## config.mk

```make
export PLATFORM = sky130hd
export DESIGN_NAME = rv_scoreboard
export DESIGN_NICKNAME = d
export VERILOG_FILES = /design/src/rtl/rv_pkg.sv /design/src/rtl/rv_sb_entry.sv /design/src/rtl/rv_scoreboard.sv
export SDC_FILE = /design/constraint.sdc
export NUM_CORES = 1
export LEC_CHECK = 0
export CAP_MARGIN = 20
export CORE_MARGIN = 1
export CORE_UTILIZATION = 51
export CTS_BUF_LIST = sky130_fd_sc_hd__clkbuf_4 sky130_fd_sc_hd__clkbuf_8
export DETAILED_ROUTE_END_ITERATION = 6
export PLACE_DENSITY_LB_ADDON = 0.1
export SLEW_MARGIN = 20
export SYNTH_ARGS = -nofsm -noshare
export SYNTH_HDL_FRONTEND = slang
export SYNTH_SLANG_ARGS = --single-unit
```

## constraint.sdc

```tcl
create_clock -name clk_i -period 5.3 [get_ports clk_i]
set_input_delay 1.06 -clock clk_i [delete_from_list [all_inputs] [get_ports clk_i]]
set_output_delay 1.06 -clock clk_i [all_outputs]
set_load 0.005 [all_outputs]
```

## src/rtl/rv_pkg.sv

```systemverilog
// Scoreboard constants shared with the decoder that produces id_lat_i.
package rv_pkg;

    localparam int NREG  = 32;
    localparam int CNT_W = 4;
    localparam int IDX_W = $clog2(NREG);

    typedef logic [CNT_W-1:0] cnt_t;

    localparam cnt_t LAT_ALU  = cnt_t'(0);
    localparam cnt_t LAT_LOAD = cnt_t'(1);
    localparam cnt_t LAT_MUL  = cnt_t'(3);
    localparam cnt_t LAT_VAR  = cnt_t'((1 << CNT_W) - 1);

    function automatic logic cnt_pending(input cnt_t c);
        return c != LAT_ALU;
    endfunction

endpackage

```

## src/rtl/rv_sb_entry.sv

```systemverilog
// One scoreboard countdown: issue overrides done, done overrides decrement.
module rv_sb_entry
    import rv_pkg::*;
(
    input  logic             clk_i,
    input  logic             rst_i,
    input  logic             issue_i,
    input  logic [CNT_W-1:0] lat_i,
    input  logic             done_i,
    output logic [CNT_W-1:0] cnt_o
);

    cnt_t cnt_q;
    cnt_t cnt_d;

    always_comb begin
        cnt_d = cnt_q;
        if (issue_i) begin
            cnt_d = lat_i;
        end else if (cnt_q == LAT_VAR) begin
            // Unbounded entries only leave via completion of their own unit.
            if (done_i) begin
                cnt_d = LAT_ALU;
            end
        end else if (cnt_pending(cnt_q)) begin
            cnt_d = cnt_q - cnt_t'(1);
        end
    end

    always_ff @(posedge clk_i) begin
        if (rst_i) begin
            cnt_q <= LAT_ALU;
        end else begin
            cnt_q <= cnt_d;
        end
    end

    assign cnt_o = cnt_q;

endmodule

```

## src/rtl/rv_scoreboard.sv

```systemverilog
// Producer-side hazard tracker: stalls ID while a source register's value
// is still further away than the MEM/WB forwarding paths.
module rv_scoreboard
    import rv_pkg::*;
(
    input  logic             clk_i,
    input  logic             rst_i,
    input  logic             id_valid_i,
    input  logic [IDX_W-1:0] id_rs1_i,
    input  logic [IDX_W-1:0] id_rs2_i,
    input  logic             id_rs1_used_i,
    input  logic             id_rs2_used_i,
    input  logic             id_rd_we_i,
    input  logic [IDX_W-1:0] id_rd_i,
    input  logic [CNT_W-1:0] id_lat_i,
    input  logic             flush_i,
    input  logic             done_valid_i,
    input  logic [IDX_W-1:0] done_rd_i,
    output logic             stall_o,
    output logic [NREG-1:0]  pending_o,
    output logic             busy_o
);

    logic [NREG-1:0][CNT_W-1:0] cnt;
    logic                       haz1;
    logic                       haz2;
    logic                       issue;

    assign cnt[0] = '0;

    for (genvar r = 1; r < NREG; r++) begin : g_entry
        rv_sb_entry u_entry (
            .clk_i   (clk_i),
            .rst_i   (rst_i),
            .issue_i (issue && (id_rd_i == IDX_W'(r))),
            .lat_i   (id_lat_i),
            .done_i  (done_valid_i && (done_rd_i == IDX_W'(r))),
            .cnt_o   (cnt[r])
        );
    end

    // Hazards look at the count before this cycle's issue, so rs==rd never self-stalls.
    always_comb begin
        haz1    = id_rs1_used_i && cnt_pending(cnt[id_rs1_i]);
        haz2    = id_rs2_used_i && cnt_pending(cnt[id_rs2_i]);
        stall_o = id_valid_i && !flush_i && (haz1 || haz2);
        issue   = id_valid_i && !stall_o && !flush_i && id_rd_we_i && (id_rd_i != '0);
    end

    always_comb begin
        pending_o = '0;
        for (int r = 0; r < NREG; r++) begin
            pending_o[r] = cnt_pending(cnt[r]);
        end
        busy_o = |pending_o;
    end

endmodule

```

==> PnR_summary.wiki, run 1 <==
{| class="wikitable"
! Metric !! Value
|-
| Maximum frequency from static timing analysis || 0.205 GHz
|-
| Share of final-layout standard cells stronger than drive strength 1 || 6.63%
|-
| Drc violations || 0
|-
| Met3 usage || 6.02%
|-
| Final worst path period share || 91.9%
|-
| Cell chain of the critical path || clkdlybuf4s50_1, buf_4, or2_2, o22ai_1, nor4_1, nor4_4, nor3_2, nor2_1, buf_4, nor3b_1, clkdlybuf4s50_1
|-
| Number of warnings reported in the yosys synthesis log || 0
|-
| Max-slew headroom at the worst pin || 30.9%
|-
| Number of synthesized register bits || 124
|-
| Area fraction in and, or, nand and nor cells after synthesis || 27.6%
|-
| Number of placed I/O pins || 66
|-
| Grt ovf || 0
|-
| Top cell family by delay on the critical path || buffers and inverters
|-
| Maximum number of pins on one net before global-route repair || 66
|-
| Most area-consuming cells after synthesis || dfxtp_1 27%, mux2i_1 7.6%, nor2_1 6.7%
|-
| Result of the run || finished clean
|-
| Number of buffers inserted to repair setup after CTS || 0
|-
| Worst Setup Start Kind || input port
|-
| Number of global-route vias before repair || 8,147
|-
| Number of clock sinks seen by CTS || 124
|-
| Synth Area in Compound Gates || 27.5%
|-
| Number of pins exceeding their max-slew limit in the final report || 0
|-
| Leakage power summed over all cells || 3.71 nW
|-
| Crit path largest cell delay || 0.74 ns
|-
| Number of placed instances with taps included || 1,414
|-
| X dimension of the die || 135 um
|-
| Count of endpoints failing hold in the final timing report || 0
|-
| Area share of the largest cell type after synthesis || 27.4%
|-
| Final instance count without filler cells || 1,446
|-
| Top post-synthesis cells by count || 161 x nor2_1, 124 x dfxtp_1, 107 x clkbuf_1, 72 x a21oi_1, 69 x mux2i_1
|-
| Worst-case vdd ir drop || 141 uV
|-
| Top_reg_cell synth || dfxtp_1
|-
| Number of port buffers || 64
|-
| Number of antenna violations at the first check in global routing || 0
|-
| Buffer depth of the longest clock path || 2
|-
| Clock-pin slew on the worst setup and hold paths || 0.08 ns
|-
| Iter 0 DRT Violations || 1,204
|-
| Diode count || 0
|-
| Post-DP HPWL || 20,900 um
|-
| Total nets after synthesis || 1,265
|-
| Height of the die || 135 um
|-
| Total area of sequential cells || 2480 um2
|-
| Total die area || 18,300 um2
|-
| First-pass GRT wire length || 46,200 um
|-
| Synthesized area per cell || 7.34 um2
|-
| Sequential share of the synthesized area || 27.4%
|-
| Worst Path Required || 4.24 ns
|-
| Iteration count of the initial detailed-routing pass || 6
|-
| Leading area contributor after synthesis || dfxtp_1
|-
| Worst Tran Pin Value || 1.03 ns
|-
| Initial core utilization || 52.3%
|-
| Unrepaired setup endpoints after global routing || no
|-
| Maximum level of the CTS H-tree || 4
|-
| Dominant combinational cell family by area after synthesis || simple AND/OR/NAND/NOR gates
|-
| Final-layout worst hold slack || 0.549 ns
|-
| Adder-cell area share of the yosys netlist || 0%
|-
| Filler cells || 1,686
|-
| All-Layer GR Usage || 33.1%
|-
| Number of CTS-inserted buffers || 17
|-
| Areal power density over the cells || 208 nW/um2
|-
| Clock root cell || clkbuf_8
|-
| Cell count after synthesis || 1,233
|-
| Hold_buf cts || 0
|-
| Synthesized area || 9050 um2
|-
| Most common cell in the netlist || nor2_1
|-
| Met1 track demand over resource || 47.4%
|-
| Total number of nets in the final design || 1,240
|-
| Number of antenna-violating nets in the routed design || 0
|-
| Max-cap violations || 0
|-
| Final setup violation count || 0
|-
| Area taken by multi-input logic gates || 5820 um2
|-
| Global placement routability congestion || 0.969
|-
| Num rows || 48
|-
| Insertion delay of the later-clocked pin in the worst-skew pair || 0.47 ns
|-
| Kind of critical path || in2out
|-
| Instance count along the most critical hold path || 2
|-
| Final Skew || 0.0164 ns
|-
| Area growth syn-to-layout || 10.2%
|-
| Share of cell area taken by muxes after synthesis || 9.13%
|-
| Largest fanout on the critical path || 12
|-
| Clock period minus final worst setup slack || 4.87 ns
|-
| Met2 Use GR || 49.2%
|-
| Flip-flop count of the largest register after layout || 124
|-
| Fraction of synthesis flops using an asynchronous set or reset pin || 0%
|-
| Setup TNS || 0 ns
|-
| Routed wire length || 29,900 um
|-
| Critical path depth in cells || 11
|-
| Most Used Layer, Global Route || met2
|-
| Total Power Consumption || 0.00208 W
|-
| Number of enable-type register cells in the synthesized netlist || 0
|-
| Resized Gates After CTS || 0
|-
| Bufs and invs on worst path || 4
|-
| Data arrival time at the worst-slack endpoint || 3.81 ns
|-
| CTS tree || yes
|-
| Hold crit path type || reg2reg
|-
| Post-DR wirelength/cell || 20.7 um
|-
| Overall via count from detail_route || 9,736
|-
| Crit path capture type || primary output
|-
| Cell with the largest stage delay on the worst path || clkdlybuf4s50_1
|-
| Number of unique standard cell types used by synthesis || 66
|-
| Worst r2r path cells || 8
|-
| Xor-xnor portion of the synthesized cell area || 0%
|-
| Core Footprint || 17,300 um2
|-
| Vias/cell || 6.73
|}
[cell usage in the layout, fill, tap and decap left out, drive strengths merged, types with 34 or more instances in the layout]
cell / n
a221oi: 34
nand3: 59
nor3: 47
a31oi: 47
inv: 67
a211oi: 37
mux2i: 69
a21oi: 72
nor2: 161
nand2: 56
o21ai: 48
nand4: 47
dfxtp: 124
clkdlybuf4s50: 63
[worst register-to-register path, delay by kind of cell, from the launching register on]
family | cells | cell delay [ns]
AND/OR/NAND/NOR | 2 | 1.43
buffers and inverters | 2 | 0.44
AO/OA/AOI/OAI | 3 | 0.91
flip-flops | 1 | 0.39
multiplexers | 1 | 0.53
[routing by layer]
metal	wire length [um]	part of all wire (%)
met1	13000	44
met4	956	3.2
met5	0	0
met3	2820	9.4
met2	13100	44
[logic make-up after synthesis]
logic type	Yosys count
AO/OA/AOI/OAI	354
buffers and inverters	189
flip-flops	124
multiplexers	76
other	1
AND/OR/NAND/NOR	489
[path summary, 6_finish.rpt]
| kind | start | end | slack [ns] |
|---|---|---|---|
| setup / recovery | id_rs2_i[1] | stall_o | 0.43 |
| hold / removal | g_entry[14].u_entry.cnt_o[3] | g_entry[14].u_entry.cnt_o[3] | 0.55 |
| setup reg to reg | g_entry[5].u_entry.cnt_o[0] | g_entry[27].u_entry.cnt_o[0] | 1.52 |
| hold reg to reg | g_entry[14].u_entry.cnt_o[3] | g_entry[14].u_entry.cnt_o[3] | 0.55 |
[stage by stage]
step           setup slack, ns  cell area (um2)  utilization (%)
6_report                 0.431             9970             57.6
2_1_floorplan            0.871             9050                -
5_1_grt                  0.264             9970             57.6
4_1_cts                  0.435             9970             57.6
3_3_place_gp             0.447             9600             55.5
3_5_place_dp             0.442             9600             55.5
[layout make-up]
class,count,area share (%)
Multi-Input combinational cell,920,58.4
Sequential cell,124,24.9
Timing Repair Buffer,83,7.81
Tap cell,225,2.82
Clock buffer,17,2.35
Inverter,62,2.33
Clock inverter,15,1.38
[report_power, final]
| part | switching [W] | total [W] | internal, W |
|---|---|---|---|
| sequential | 0.0000155 | 0.000954 | 0.000938 |
| combinational | 0.000187 | 0.000296 | 0.000109 |
| clock | 0.000450 | 0.000825 | 0.000376 |
| total | 0.000652 | 0.00208 | 0.00142 |
(Power assumes the default switching activity.)
==> run 2, diff against run 1 <==
--- a/config.mk
+++ b/config.mk
@@ -8,7 +8,7 @@
 export CAP_MARGIN = 20
 export CORE_MARGIN = 1
 export CORE_UTILIZATION = 51
-export CTS_BUF_LIST = sky130_fd_sc_hd__clkbuf_4 sky130_fd_sc_hd__clkbuf_8
+export CTS_BUF_LIST = sky130_fd_sc_hd__clkbuf_4 sky130_fd_sc_hd__clkbuf_8 sky130_fd_sc_hd__clkbuf_16
 export DETAILED_ROUTE_END_ITERATION = 6
 export PLACE_DENSITY_LB_ADDON = 0.1
 export SLEW_MARGIN = 20
==> PnR_summary.wiki, run 2 (same netlist as run 1, synthesis figures left out) <==
{| class="wikitable"
! Metric !! Value
|-
| Result of the run || finished clean (unchanged)
|-
| Total area of sequential cells || 2480 um2 (unchanged)
|-
| Hold Path Origin || g_entry[14].u_entry.cnt_o[3] (unchanged)
|-
| Core Footprint || 17,300 um2 (unchanged)
|-
| Number of port buffers || 64 (unchanged)
|-
| Max-slew headroom at the worst pin || 29.0% (was 30.9%)
|-
| Worst r2r path cells || 8 (unchanged)
|-
| Clock root cell || clkbuf_16 (was clkbuf_8)
|-
| Commonest cells after routing, fill and taps aside || 161 x nor2_1, 124 x dfxtp_1, 72 x a21oi_1 (unchanged)
|-
| Max-cap violations || 0 (unchanged)
|-
| Drc violations || 0 (unchanged)
|-
| Maximum level of the CTS H-tree || 4 (unchanged)
|-
| Insertion delay of the later-clocked pin in the worst-skew pair || 0.43 ns (was 0.47 ns)
|-
| Height of the die || 135 um (unchanged)
|-
| Overall via count from detail_route || 9,721 (was 9,736)
|-
| Number of antenna-violating nets in the routed design || 0 (unchanged)
|-
| Clock-pin slew on the worst setup and hold paths || 0.06 ns (was 0.08 ns)
|-
| All-Layer GR Usage || 33.2% (was 33.1%)
|-
| Data arrival time at the worst-slack endpoint || 3.82 ns (was 3.81 ns)
|-
| X dimension of the die || 135 um (unchanged)
|-
| Switching pwr || 0.000685 W (was 0.000652 W)
|-
| Routed wire length || 30,100 um (was 29,900 um)
|-
| Crit Reg-Reg Endpoint || g_entry[27].u_entry.cnt_o[0] (unchanged)
|-
| Diode count || 0 (unchanged)
|-
| Flip-flop count of the largest register after layout || 124 (unchanged)
|-
| Final worst path period share || 92.0% (was 91.9%)
|-
| Worst-case vdd ir drop || 228 uV (was 141 uV)
|-
| Share of final-layout standard cells stronger than drive strength 1 || 6.63% (unchanged)
|-
| Grt ovf || 0 (unchanged)
|-
| Power share of the clock group || 47.5% (was 39.8%)
|-
| Global placement routability congestion || 0.969 (unchanged)
|-
| Instance count along the most critical hold path || 2 (unchanged)
|-
| Final setup violation count || 0 (unchanged)
|-
| Initial core utilization || 52.3% (unchanged)
|-
| Slack of the worst reg-to-reg path || 1.50 ns (was 1.52 ns)
|-
| Share of total power in sequential cells || 40.1% (was 46.0%)
|-
| Leakage power summed over all cells || 3.79 nW (was 3.71 nW)
|-
| Total die area || 18,300 um2 (unchanged)
|-
| Number of CTS-inserted buffers || 17 (unchanged)
|-
| Clock period minus final worst setup slack || 4.88 ns (was 4.87 ns)
|-
| Final instance count without filler cells || 1,446 (unchanged)
|-
| Crit path capture type || primary output (unchanged)
|-
| Logic gate share of total power || 12.4% (was 14.3%)
|-
| Num rows || 48 (unchanged)
|-
| Post-DR wirelength/cell || 20.8 um (was 20.7 um)
|-
| Final Skew || 0.00971 ns (was 0.0164 ns)
|-
| Post-DP HPWL || 20,900 um (unchanged)
|-
| Number of buffers inserted to repair setup after CTS || 0 (unchanged)
|-
| Iteration count of the initial detailed-routing pass || 6 (unchanged)
|-
| Setup TNS || 0 ns (unchanged)
|-
| Area taken by multi-input logic gates || 5820 um2 (unchanged)
|-
| Vias/cell || 6.72 (was 6.73)
|-
| Cell with the largest stage delay on the worst path || clkdlybuf4s50_1 (unchanged)
|-
| Hold Crit Endpoint || g_entry[14].u_entry.cnt_o[3] (unchanged)
|-
| Post-placement worst setup slack || 0.442 ns (unchanged)
|-
| Count of endpoints failing hold in the final timing report || 0 (unchanged)
|-
| Buffer depth of the longest clock path || 2 (unchanged)
|-
| Number of pins exceeding their max-slew limit in the final report || 0 (unchanged)
|-
| Number of antenna violations at the first check in global routing || 0 (unchanged)
|-
| Largest fanout on the critical path || 12 (unchanged)
|-
| Bufs and invs on worst path || 4 (unchanged)
|-
| Critical path depth in cells || 11 (unchanged)
|-
| Internal power consumption || 0.00170 W (was 0.00142 W)
|-
| Unrepaired setup endpoints after global routing || no (unchanged)
|-
| Maximum number of pins on one net before global-route repair || 66 (unchanged)
|-
| First-pass GRT wire length || 46,300 um (was 46,200 um)
|-
| Number of placed instances with taps included || 1,414 (unchanged)
|-
| Crit Reg-Reg Startpoint || g_entry[5].u_entry.cnt_o[0] (unchanged)
|-
| Cell chain of the critical path || clkdlybuf4s50_1, buf_4, or2_2, o22ai_1, nor4_1, nor4_4, nor3_2, nor2_1, buf_4, nor3b_1, clkdlybuf4s50_1 (unchanged)
|-
| Total number of nets in the final design || 1,240 (unchanged)
|-
| Switching power share of the total || 28.7% (was 31.4%)
|-
| Worst Tran Pin Value || 1.06 ns (was 1.03 ns)
|-
| CTS tree || yes (unchanged)
|-
| Worst Setup Start Kind || input port (unchanged)
|-
| Maximum frequency from static timing analysis || 0.205 GHz (about the same)
|-
| Number of global-route vias before repair || 8,202 (was 8,147)
|-
| Area growth syn-to-layout || 12.3% (was 10.2%)
|-
| Number of clock sinks seen by CTS || 124 (unchanged)
|-
| Hold_buf cts || 0 (unchanged)
|-
| Final setup slack of the worst path || 0.423 ns (was 0.431 ns)
|-
| Worst Path Required || 4.24 ns (about the same)
|-
| Kind of critical path || in2out (unchanged)
|-
| Total Power Consumption || 0.00238 W (was 0.00208 W)
|-
| Top cell family by delay on the critical path || buffers and inverters (unchanged)
|-
| Areal power density over the cells || 235 nW/um2 (was 208 nW/um2)
|-
| Number of placed I/O pins || 66 (unchanged)
|-
| Most frequent standard cell in the layout excluding fill and tap cells || nor2_1 (unchanged)
|-
| End-of-flow core utilization || 58.7% (was 57.6%)
|-
| Iter 0 DRT Violations || 1,082 (was 1,204)
|-
| Crit path largest cell delay || 0.74 ns (about the same)
|-
| Resized Gates After CTS || 0 (unchanged)
|-
| Filler cells || 1,674 (was 1,686)
|-
| Hold crit path type || reg2reg (unchanged)
|}
-- run 2: cell count changes in the layout (fill, tap and decap cells not counted) --
cell | previous run | this run
clkbuf_16 | 0 | 17
clkbuf_8 | 17 | 0
-- run 2: layer usage --
metal,GRT usage (%),wire length [um]
met1,46.8,13100
met2,49.9,13300
met3,6.29,2850
met4,12.7,817
met5,0,0
-- run 2: power by group through the flow --
stage / Combinational [W] / Sequential [W] / Clock (W)
floorplan: 0.000175 / 0.000964 / 0
global placement: 0.000288 / 0.000975 / 0
detailed placement: 0.000289 / 0.000975 / 0
CTS: 0.000290 / 0.000955 / 0.00114
global route: 0.000315 / 0.000957 / 0.00118
finish: 0.000296 / 0.000955 / 0.00113
-- run 2: worst reg2reg max path, cell delays in order (launching register included) --
cell and delay (ns):
dfxtp_1 0.38, nor4_1 0.71, inv_1 0.18, mux4_2 0.53, a221oi_1 0.43, a22oi_2 0.16, buf_4 0.25, or4_1 0.74
a221oi_1 0.32
-- run 2: worst max path at each step --
stage,start,to
3_3_place_gp,id_rs2_i[1],stall_o
4_1_cts,id_rs2_i[1],stall_o
5_1_grt,id_rs2_i[1],stall_o
3_5_place_dp,id_rs2_i[1],stall_o
6_report,id_rs2_i[1],stall_o
2_1_floorplan,id_rs2_i[1],stall_o
-- run 2: metrics by stage --
stage | hold slack (ns) | instance area, um2
after floorplan | 0.500 | 9050
after global placement | 0.528 | 9600
after detailed placement | 0.530 | 9600
after CTS | 0.538 | 10200
after global routing | 0.584 | 10200
final | 0.550 | 10200
-- run 2: final cells by class --
class	instances	area share (%)
Timing Repair Buffer	83	7.66
Clock buffer	17	4.19
Clock inverter	15	1.35
Inverter	62	2.29
Sequential cell	124	24.4
Tap cell	225	2.77
Multi-Input combinational cell	920	57.3
